File: src/rtl/fust_scalar_scoreboard_pkg.sv
`default_nettype none
// ============================================================================
// Module   : fust_scalar_scoreboard_pkg
// Brief    : Types and constants shared by the scalar FU status scoreboard.
// Revision : 1.0 - initial release
// ============================================================================
package fust_scalar_scoreboard_pkg;

    localparam int NUM_FU        = 3;
    localparam int NUM_REGS      = 32;
    localparam int REG_W         = 5;
    localparam int FU_S_W        = 2;
    localparam int NUM_SCALAR_FU = NUM_FU;

    typedef logic [REG_W-1:0]  regbits_t;
    typedef logic [FU_S_W-1:0] fu_sbits_t;

    typedef enum logic [FU_S_W-1:0] {
        FU_ALU    = 2'd0,
        FU_LD_ST  = 2'd1,
        FU_BRANCH = 2'd2,
        FU_NONE   = 2'd3
    } fu_scalar_e;

    typedef struct packed {
        logic      busy;
        regbits_t  r;
        regbits_t  r1;
        regbits_t  r2;
        fu_sbits_t t1;
        fu_sbits_t t2;
        logic      rdy1;
        logic      rdy2;
        logic      issued;
    } fust_s_row_t;

    typedef fust_s_row_t [NUM_FU-1:0] fust_s_t;

    typedef struct packed {
        logic      valid;
        fu_sbits_t fu;
    } rstat_entry_t;

    localparam fust_s_row_t c_ROW_IDLE = '{
        busy: 1'b0, r: '0, r1: '0, r2: '0, t1: '0, t2: '0,
        rdy1: 1'b1, rdy2: 1'b1, issued: 1'b0
    };

    localparam fu_sbits_t c_FU_LIMIT = fu_sbits_t'(NUM_FU);

    function automatic logic fu_in_range(input fu_sbits_t fu);
        return fu < c_FU_LIMIT;
    endfunction

endpackage
`default_nettype wire

File: src/rtl/fust_scalar_scoreboard_if.sv
`default_nettype none
// ============================================================================
// Module   : fust_scalar_scoreboard_if
// Brief    : Dispatch / issue / writeback bundle of the scalar scoreboard.
// Revision : 1.0 - initial release
// ============================================================================
interface fust_scalar_scoreboard_if;
    import fust_scalar_scoreboard_pkg::*;

    logic              disp_valid;
    fu_sbits_t         disp_fu;
    regbits_t          disp_rd;
    regbits_t          disp_rs1;
    regbits_t          disp_rs2;
    logic              disp_wen;
    logic              disp_ready;
    logic [NUM_FU-1:0] issue_ready;
    logic [NUM_FU-1:0] issue_ack;
    fust_s_t           fust;
    logic              wb_valid;
    fu_sbits_t         wb_fu;

    modport master (
        output disp_valid, disp_fu, disp_rd, disp_rs1, disp_rs2, disp_wen,
        output issue_ack, wb_valid, wb_fu,
        input  disp_ready, issue_ready, fust
    );

    modport slave (
        input  disp_valid, disp_fu, disp_rd, disp_rs1, disp_rs2, disp_wen,
        input  issue_ack, wb_valid, wb_fu,
        output disp_ready, issue_ready, fust
    );

endinterface
`default_nettype wire

File: src/rtl/fust_scalar_scoreboard_reg_result_status.sv
`default_nettype none
// ============================================================================
// Module   : fust_scalar_scoreboard_reg_result_status
// Brief    : Register result-status table: which FU will write each register.
// Revision : 1.0 - initial release
// ============================================================================
module fust_scalar_scoreboard_reg_result_status
    import fust_scalar_scoreboard_pkg::*;
(
    input  logic         clk,
    input  logic         rst,
    input  logic         i_alloc_en,
    input  regbits_t     i_alloc_rd,
    input  fu_sbits_t    i_alloc_fu,
    input  logic         i_clr_en,
    input  regbits_t     i_clr_rd,
    input  fu_sbits_t    i_clr_fu,
    input  regbits_t     i_look_rs1,
    input  regbits_t     i_look_rs2,
    input  regbits_t     i_look_rd,
    output rstat_entry_t o_ent_rs1,
    output rstat_entry_t o_ent_rs2,
    output rstat_entry_t o_ent_rd
);

    rstat_entry_t r_table [NUM_REGS];

    // Allocation is written last so a new producer overrides the clear of
    // its predecessor when both target the same register in one cycle.
    always_ff @(posedge clk) begin
        if (rst) begin
            for (int i = 0; i < NUM_REGS; i++) begin
                r_table[i] <= '0;
            end
        end else begin
            if (i_clr_en && r_table[i_clr_rd].valid && r_table[i_clr_rd].fu == i_clr_fu) begin
                r_table[i_clr_rd] <= '0;
            end
            if (i_alloc_en && i_alloc_rd != '0) begin
                r_table[i_alloc_rd] <= '{valid: 1'b1, fu: i_alloc_fu};
            end
        end
    end

    assign o_ent_rs1 = r_table[i_look_rs1];
    assign o_ent_rs2 = r_table[i_look_rs2];
    assign o_ent_rd  = r_table[i_look_rd];

endmodule
`default_nettype wire

File: src/rtl/fust_scalar_scoreboard.sv
`default_nettype none
// ============================================================================
// Module   : fust_scalar_scoreboard
// Brief    : Scalar FU status scoreboard between dispatch and issue.
//            Optional macro FUST_WB_BYPASS_EN lets a same-cycle writeback
//            free rows, clear WAW hazards and satisfy captured operands.
// Revision : 1.0 - initial release
// ============================================================================
module fust_scalar_scoreboard
    import fust_scalar_scoreboard_pkg::*;
(
    input  logic CLK,
    input  logic RST,
    fust_scalar_scoreboard_if.slave bus
);

    fust_s_t           w_fust;
    logic [NUM_FU-1:0] w_issue_ready;
    rstat_entry_t      w_ent_rs1;
    rstat_entry_t      w_ent_rs2;
    rstat_entry_t      w_ent_rd;
    fust_s_row_t       w_new_row;
    regbits_t          w_wb_rd;
    logic              w_wb_hit;
    logic              w_disp_busy;
    logic              w_row_free;
    logic              w_waw_clr;
    logic              w_src1_clr;
    logic              w_src2_clr;
    logic              w_waw;
    logic              w_dep1;
    logic              w_dep2;
    logic              w_disp_ready;
    logic              w_accept;
    logic              w_alloc_en;

    // A writeback only counts when it targets a busy row.
    always_comb begin
        w_wb_hit    = 1'b0;
        w_wb_rd     = '0;
        w_disp_busy = 1'b0;
        for (int f = 0; f < NUM_FU; f++) begin
            if (bus.wb_fu == fu_sbits_t'(f) && w_fust[f].busy) begin
                w_wb_hit = bus.wb_valid;
                w_wb_rd  = w_fust[f].r;
            end
            if (bus.disp_fu == fu_sbits_t'(f)) begin
                w_disp_busy = w_fust[f].busy;
            end
        end
    end

`ifdef FUST_WB_BYPASS_EN
    assign w_row_free = !w_disp_busy || (w_wb_hit && bus.wb_fu == bus.disp_fu);
    assign w_waw_clr  = w_wb_hit && w_ent_rd.fu  == bus.wb_fu;
    assign w_src1_clr = w_wb_hit && w_ent_rs1.fu == bus.wb_fu;
    assign w_src2_clr = w_wb_hit && w_ent_rs2.fu == bus.wb_fu;
`else
    assign w_row_free = !w_disp_busy;
    assign w_waw_clr  = 1'b0;
    assign w_src1_clr = 1'b0;
    assign w_src2_clr = 1'b0;

    // Writeback seen last cycle: wakes operands captured during that cycle.
    logic      r_late_hit;
    fu_sbits_t r_late_fu;

    always_ff @(posedge CLK) begin
        if (RST) begin
            r_late_hit <= 1'b0;
            r_late_fu  <= '0;
        end else begin
            r_late_hit <= w_wb_hit;
            r_late_fu  <= bus.wb_fu;
        end
    end
`endif

    assign w_waw        = bus.disp_wen && bus.disp_rd != '0 && w_ent_rd.valid && !w_waw_clr;
    assign w_dep1       = bus.disp_rs1 != '0 && w_ent_rs1.valid && !w_src1_clr;
    assign w_dep2       = bus.disp_rs2 != '0 && w_ent_rs2.valid && !w_src2_clr;
    assign w_disp_ready = fu_in_range(bus.disp_fu) && w_row_free && !w_waw;
    assign w_accept     = bus.disp_valid && w_disp_ready;
    assign w_alloc_en   = w_accept && bus.disp_wen && bus.disp_rd != '0;

    always_comb begin
        w_new_row        = c_ROW_IDLE;
        w_new_row.busy   = 1'b1;
        w_new_row.r      = bus.disp_rd;
        w_new_row.r1     = bus.disp_rs1;
        w_new_row.r2     = bus.disp_rs2;
        w_new_row.t1     = w_dep1 ? w_ent_rs1.fu : '0;
        w_new_row.t2     = w_dep2 ? w_ent_rs2.fu : '0;
        w_new_row.rdy1   = !w_dep1;
        w_new_row.rdy2   = !w_dep2;
    end

    for (genvar f = 0; f < NUM_FU; f++) begin : g_row
        localparam fu_sbits_t c_TAG = fu_sbits_t'(f);

        fust_s_row_t r_row;
        fust_s_row_t w_nxt;
        logic        w_ready;

        assign w_ready = r_row.busy && !r_row.issued && r_row.rdy1 && r_row.rdy2;

        // Priority: ack, wake-ups, then writeback clear, then new capture.
        always_comb begin
            w_nxt = r_row;
            if (bus.issue_ack[f] && w_ready) begin
                w_nxt.issued = 1'b1;
            end
            if (r_row.busy) begin
                if (!r_row.rdy1 && w_wb_hit && r_row.t1 == bus.wb_fu) w_nxt.rdy1 = 1'b1;
                if (!r_row.rdy2 && w_wb_hit && r_row.t2 == bus.wb_fu) w_nxt.rdy2 = 1'b1;
`ifndef FUST_WB_BYPASS_EN
                if (!r_row.rdy1 && r_late_hit && r_row.t1 == r_late_fu) w_nxt.rdy1 = 1'b1;
                if (!r_row.rdy2 && r_late_hit && r_row.t2 == r_late_fu) w_nxt.rdy2 = 1'b1;
`endif
            end
            if (w_wb_hit && bus.wb_fu == c_TAG) begin
                w_nxt = c_ROW_IDLE;
            end
            if (w_accept && bus.disp_fu == c_TAG) begin
                w_nxt = w_new_row;
            end
        end

        always_ff @(posedge CLK) begin
            if (RST) begin
                r_row <= c_ROW_IDLE;
            end else begin
                r_row <= w_nxt;
            end
        end

        assign w_fust[f]        = r_row;
        assign w_issue_ready[f] = w_ready;
    end

    fust_scalar_scoreboard_reg_result_status u_rstat (
        .clk        (CLK),
        .rst        (RST),
        .i_alloc_en (w_alloc_en),
        .i_alloc_rd (bus.disp_rd),
        .i_alloc_fu (bus.disp_fu),
        .i_clr_en   (w_wb_hit),
        .i_clr_rd   (w_wb_rd),
        .i_clr_fu   (bus.wb_fu),
        .i_look_rs1 (bus.disp_rs1),
        .i_look_rs2 (bus.disp_rs2),
        .i_look_rd  (bus.disp_rd),
        .o_ent_rs1  (w_ent_rs1),
        .o_ent_rs2  (w_ent_rs2),
        .o_ent_rd   (w_ent_rd)
    );

    assign bus.disp_ready  = w_disp_ready;
    assign bus.issue_ready = w_issue_ready;
    assign bus.fust        = w_fust;

endmodule
`default_nettype wire
File: src/flat_wrapper.sv
// flat-port wrapper written by rule: the top's interface ports become plain ports
module fust_scalar_scoreboard_flat import fust_scalar_scoreboard_pkg::*;
  (CLK, RST, bus_disp_valid, bus_disp_fu, bus_disp_rd, bus_disp_rs1, bus_disp_rs2, bus_disp_wen, bus_issue_ack, bus_wb_valid, bus_wb_fu, bus_disp_ready, bus_issue_ready, bus_fust);
  fust_scalar_scoreboard_if bus_i ();
  input  logic CLK;
  input  logic RST;
  input wire logic [$bits(bus_i.disp_valid)-1:0] bus_disp_valid;
  input wire logic [$bits(bus_i.disp_fu)-1:0] bus_disp_fu;
  input wire logic [$bits(bus_i.disp_rd)-1:0] bus_disp_rd;
  input wire logic [$bits(bus_i.disp_rs1)-1:0] bus_disp_rs1;
  input wire logic [$bits(bus_i.disp_rs2)-1:0] bus_disp_rs2;
  input wire logic [$bits(bus_i.disp_wen)-1:0] bus_disp_wen;
  input wire logic [$bits(bus_i.issue_ack)-1:0] bus_issue_ack;
  input wire logic [$bits(bus_i.wb_valid)-1:0] bus_wb_valid;
  input wire logic [$bits(bus_i.wb_fu)-1:0] bus_wb_fu;
  output wire logic [$bits(bus_i.disp_ready)-1:0] bus_disp_ready;
  output wire logic [$bits(bus_i.issue_ready)-1:0] bus_issue_ready;
  output wire logic [$bits(bus_i.fust)-1:0] bus_fust;
  assign bus_i.disp_valid = bus_disp_valid;
  assign bus_i.disp_fu = bus_disp_fu;
  assign bus_i.disp_rd = bus_disp_rd;
  assign bus_i.disp_rs1 = bus_disp_rs1;
  assign bus_i.disp_rs2 = bus_disp_rs2;
  assign bus_i.disp_wen = bus_disp_wen;
  assign bus_i.issue_ack = bus_issue_ack;
  assign bus_i.wb_valid = bus_wb_valid;
  assign bus_i.wb_fu = bus_wb_fu;
  assign bus_disp_ready = bus_i.disp_ready;
  assign bus_issue_ready = bus_i.issue_ready;
  assign bus_fust = bus_i.fust;
  fust_scalar_scoreboard u_core (.CLK(CLK), .RST(RST), .bus(bus_i));
endmodule
File: config.mk
export PLATFORM = sky130hd
export DESIGN_NAME = fust_scalar_scoreboard_flat
export DESIGN_NICKNAME = d
export VERILOG_FILES = /design/src/rtl/fust_scalar_scoreboard_pkg.sv /design/src/rtl/fust_scalar_scoreboard_if.sv /design/src/rtl/fust_scalar_scoreboard_reg_result_status.sv /design/src/rtl/fust_scalar_scoreboard.sv /design/src/flat_wrapper.sv
export SDC_FILE = /design/constraint.sdc
export NUM_CORES = 1
export LEC_CHECK = 0
export ABC_AREA = 1
export BUFFER_PORTS_ARGS = -buffer_cell sky130_fd_sc_hd__buf_2
export CORE_MARGIN = 4
export CORE_UTILIZATION = 25
export DETAILED_ROUTE_END_ITERATION = 8
export PLACE_DENSITY_LB_ADDON = 0.25
export REMOVE_ABC_BUFFERS = 1
export SETUP_SLACK_MARGIN = 0.3
export SYNTH_ARGS = -nofsm -noshare
export SYNTH_HDL_FRONTEND = slang
export SYNTH_HIERARCHICAL = 1
export SYNTH_SLANG_ARGS = --single-unit
File: constraint.sdc
create_clock -name CLK -period 3.77 [get_ports CLK]
set_input_delay 0.1885 -clock CLK [delete_from_list [all_inputs] [get_ports CLK]]
set_output_delay 0.1885 -clock CLK [all_outputs]
set_load 0.1 [all_outputs]
==> results.tsv <==
stage	metric	value	unit
power	p_int	3040	uW
setup_path	worstSetupPathType	flop to flop	
die	die_w	220	um
global_route	grt_max_degree	56	
die	ios	100	
die	placementRows	77	
final_layout	final_area	13000	um2
timing	drv_slew	0	
timing	finalCriticalPeriod	3.31	ns
route	wl	46100	um
timing	whs	0.0794	ns
die	dieArea	48400	um2
power	p_leak	0.00584	uW
final_layout	nFillCells	4864	
setup_path	crit_chain	nand3_2 -> inv_1 -> nand2_1 -> o211ai_1 -> inv_1 -> nor3_1 -> buf_4 -> nand2_1 -> nand2_1 -> nor2_1 -> nand3_1 -> nand2_1 -> nor2_4 -> buf_12 -> nand3_2 -> nand3_1	
timing	grt_setup_unrepaired	no	
setup_path	rrSetupSlack	0.46	ns
route	ant_nets	0	
power	ir_worst_vdd	216	uV
place	placed_cells	2282	
synthesis	synth_area	11200	um2
route	routedWlPerCell	19.9	um
clock_tree	clock_sinks	168	
power	power.clock.fraction	38.7	%
hold_path	whs_endpoint	u_core/r_late_hit$_SDFF_PP0_	
job	drv_cap	0	
clock_tree	cts_buffer_depth	2	
global_route	grt_pass1_vias	10900	
timing	setup_ws	0.457	ns
final_layout	area_delta_synth_final	16.0	%
die	die_y	220	um
setup_path	worstPathRequired	3.91	ns
hold_path	hp-start	bus_wb_valid	
global_route	grt_first_pass_wirelength	68300	um
clock_tree	cts_buffers	17	
place	dpl_cell_area	12400	um2
timing	fmax	0.302	GHz
route	firstDrtPassIters	5	
setup_path	r2r_cells	16	
place	dp_slack	0.266	ns
hold_path	hp-class	input port to flop	
setup_path	r2r-start	u_core/bus.fust[68]$_SDFFE_PP0P_	
clock_tree	cts_root_buffer	clkbuf_16	
synthesis	synth.avg_cell_area	6.85	um2
clock_tree	cts_htree_levels	4	
global_route	gr-total-overflow	0	
timing	skew	0.0161	ns
place	place.gp.congestion	0.973	
place	hpwl	33300	um
route	drt-vias-per-instance	5.10	
clock_tree	tritoncts	done	
outcome	status	finished, final reports clean	
setup_path	start_kind	flop	
setup_path	cp_slowest_cell	dfxtp_1	
power	p_seq_share	43.5	%
route	dr_total_vias	11800	
power	power_frac_comb	17.7	%
clock_tree	postCtsSetupRepairBufs	0	
timing	timing.final.crit_share	87.9	%
setup_path	critical-path-max-stage-delay	0.51	ns
power	p_switching	1490	uW
timing	setup_viol	0	
global_route	grtUsageTotal	18.6	%
power	sw_frac_of_total	32.9	%
timing	finalHoldViolations	0	
synthesis	ys_warn_count	6	
route	drt-initial-drc-count	1340	
final_layout	drive_above_1_share	16.9	%
die	core_area	44300	um2
setup_path	path_max_fanout	17	
setup_path	cpMostUsedCell	nand2_1	
die	start_util	25.4	%
clock_tree	clk_transition_reported_paths	0.08	ns
setup_path	crit_path_end_kind	flop	
final_layout	fin_nets	1739	
final_layout	fin_util	29.4	%
setup_path	critPathArrivalTime	3.46	ns
clock_tree	clk_latency	0.45	ns
hold_path	holdPathStages	3	
timing	worstMarginPinSlew	0.803	ns
global_route	antenna_found_initial	1	
setup_path	reg2reg_to	u_core/u_rstat/r_table[6][1]$_SDFFCE_PN0P_	
final_layout	final_cell_count_no_fill	2318	
timing	worst_slew_margin_rel	46.4	%
place	port_buffers	99	
synthesis	syn_inst	1641	
power	p_per_area	347	nW/um2
route	drcViolationCount	0	
[how the worst max path moves through the flow]
stage                                                 from                                          end  depth (start not counted)
after floorplan           u_core/bus.fust[22]$_SDFFE_PP0P_  u_core/u_rstat/r_table[10][0]$_SDFFCE_PN0P_                         14
after global placement                        bus_wb_fu[1]   u_core/u_rstat/r_table[0][1]$_SDFFCE_PN0P_                         19
after detailed placement                      bus_wb_fu[1]  u_core/u_rstat/r_table[24][0]$_SDFFCE_PN0P_                         19
after CTS                 u_core/bus.fust[45]$_SDFFE_PP0P_  u_core/u_rstat/r_table[24][0]$_SDFFCE_PN0P_                         17
after global routing      u_core/bus.fust[68]$_SDFFE_PP0P_  u_core/u_rstat/r_table[26][1]$_SDFFCE_PN0P_                         19
final                     u_core/bus.fust[68]$_SDFFE_PP0P_   u_core/u_rstat/r_table[6][1]$_SDFFCE_PN0P_                         16
[layer usage]
layer / track usage, % / share of wire (%)
met1: 26.2 / 45
met2: 28.1 / 43
met3: 4.34 / 8.9
met4: 5.82 / 3.1
met5: 0 / 0
[power groups by stage]
| stage | clock, uW | sequential (uW) | combinational [uW] |
|---|---|---|---|
| final | 1750 | 1970 | 802 |
| after detailed placement | 0 | 2010 | 788 |
| after CTS | 1800 | 1970 | 792 |
| after floorplan | 0 | 2150 | 339 |
| after global placement | 0 | 2010 | 784 |
| after global routing | 1870 | 1970 | 855 |
[sequential cells by signal, summed over array words and instances, names as in the netlist]
| signal | count |
|---|---|
| u_core/r_late_fu | 2 |
| u_core/r_late_hit | 1 |
| u_core/bus.fust | 69 |
| u_core/u_rstat/r_table | 96 |
[critical path: cells and delay by family (launching register included)]
kind | cells | cell delay [ns]
AOI/OAI and AO/OA | 1 | 0.34
and+or+nand+nor | 11 | 1.34
buffers and inverters | 4 | 0.82
DFF | 1 | 0.51
[cell usage in the layout, fill, tap and decap left out, drive strengths merged, types with 2 or more instances in the layout]
| cell type | n |
|---|---|
| nand2 | 461 |
| nor2 | 262 |
| nand3 | 216 |
| buf | 160 |
| inv | 148 |
| o21ai | 110 |
| dfxtp | 104 |
| edfxtp | 64 |
| a21oi | 38 |
| o221ai | 29 |
| o211ai | 23 |
| clkbuf | 21 |
| nor3 | 17 |
| a32oi | 12 |
| o22ai | 11 |
| xnor2 | 10 |
| mux2i | 7 |
| clkinv | 6 |
| nand4 | 6 |
| a31oi | 5 |
| dlygate4sd3 | 3 |
| o311ai | 3 |
| o21a | 2 |
| a211oi | 2 |
| conb | 2 |
[area by class of cell]
class	instances	area (um2)	share of cell area, %
Antenna cell	1	2.50	0.0192
Clock buffer	21	482	3.69
Clock inverter	11	86.3	0.662
Inverter	145	566	4.34
Multi-Input combinational cell	1217	6070	46.6
Sequential cell	168	4010	30.7
Tap cell	592	741	5.68
Timing Repair Buffer	163	1080	8.31
[through the flow]
stage          total power (uW)  TNS, ns
6_report                   4520        0
5_1_grt                    4700        0
4_1_cts                    4560        0
3_5_place_dp               2800        0
3_3_place_gp               2790        0
2_1_floorplan              2490  -228.78
[repair_timing]
item / CTS / global route
hold buffers: 3 / 0
hold endpoints to repair: 3 / 0
resized for setup: 0 / 5
setup endpoints to repair: 0 / 90
(Power assumes the default switching activity.)
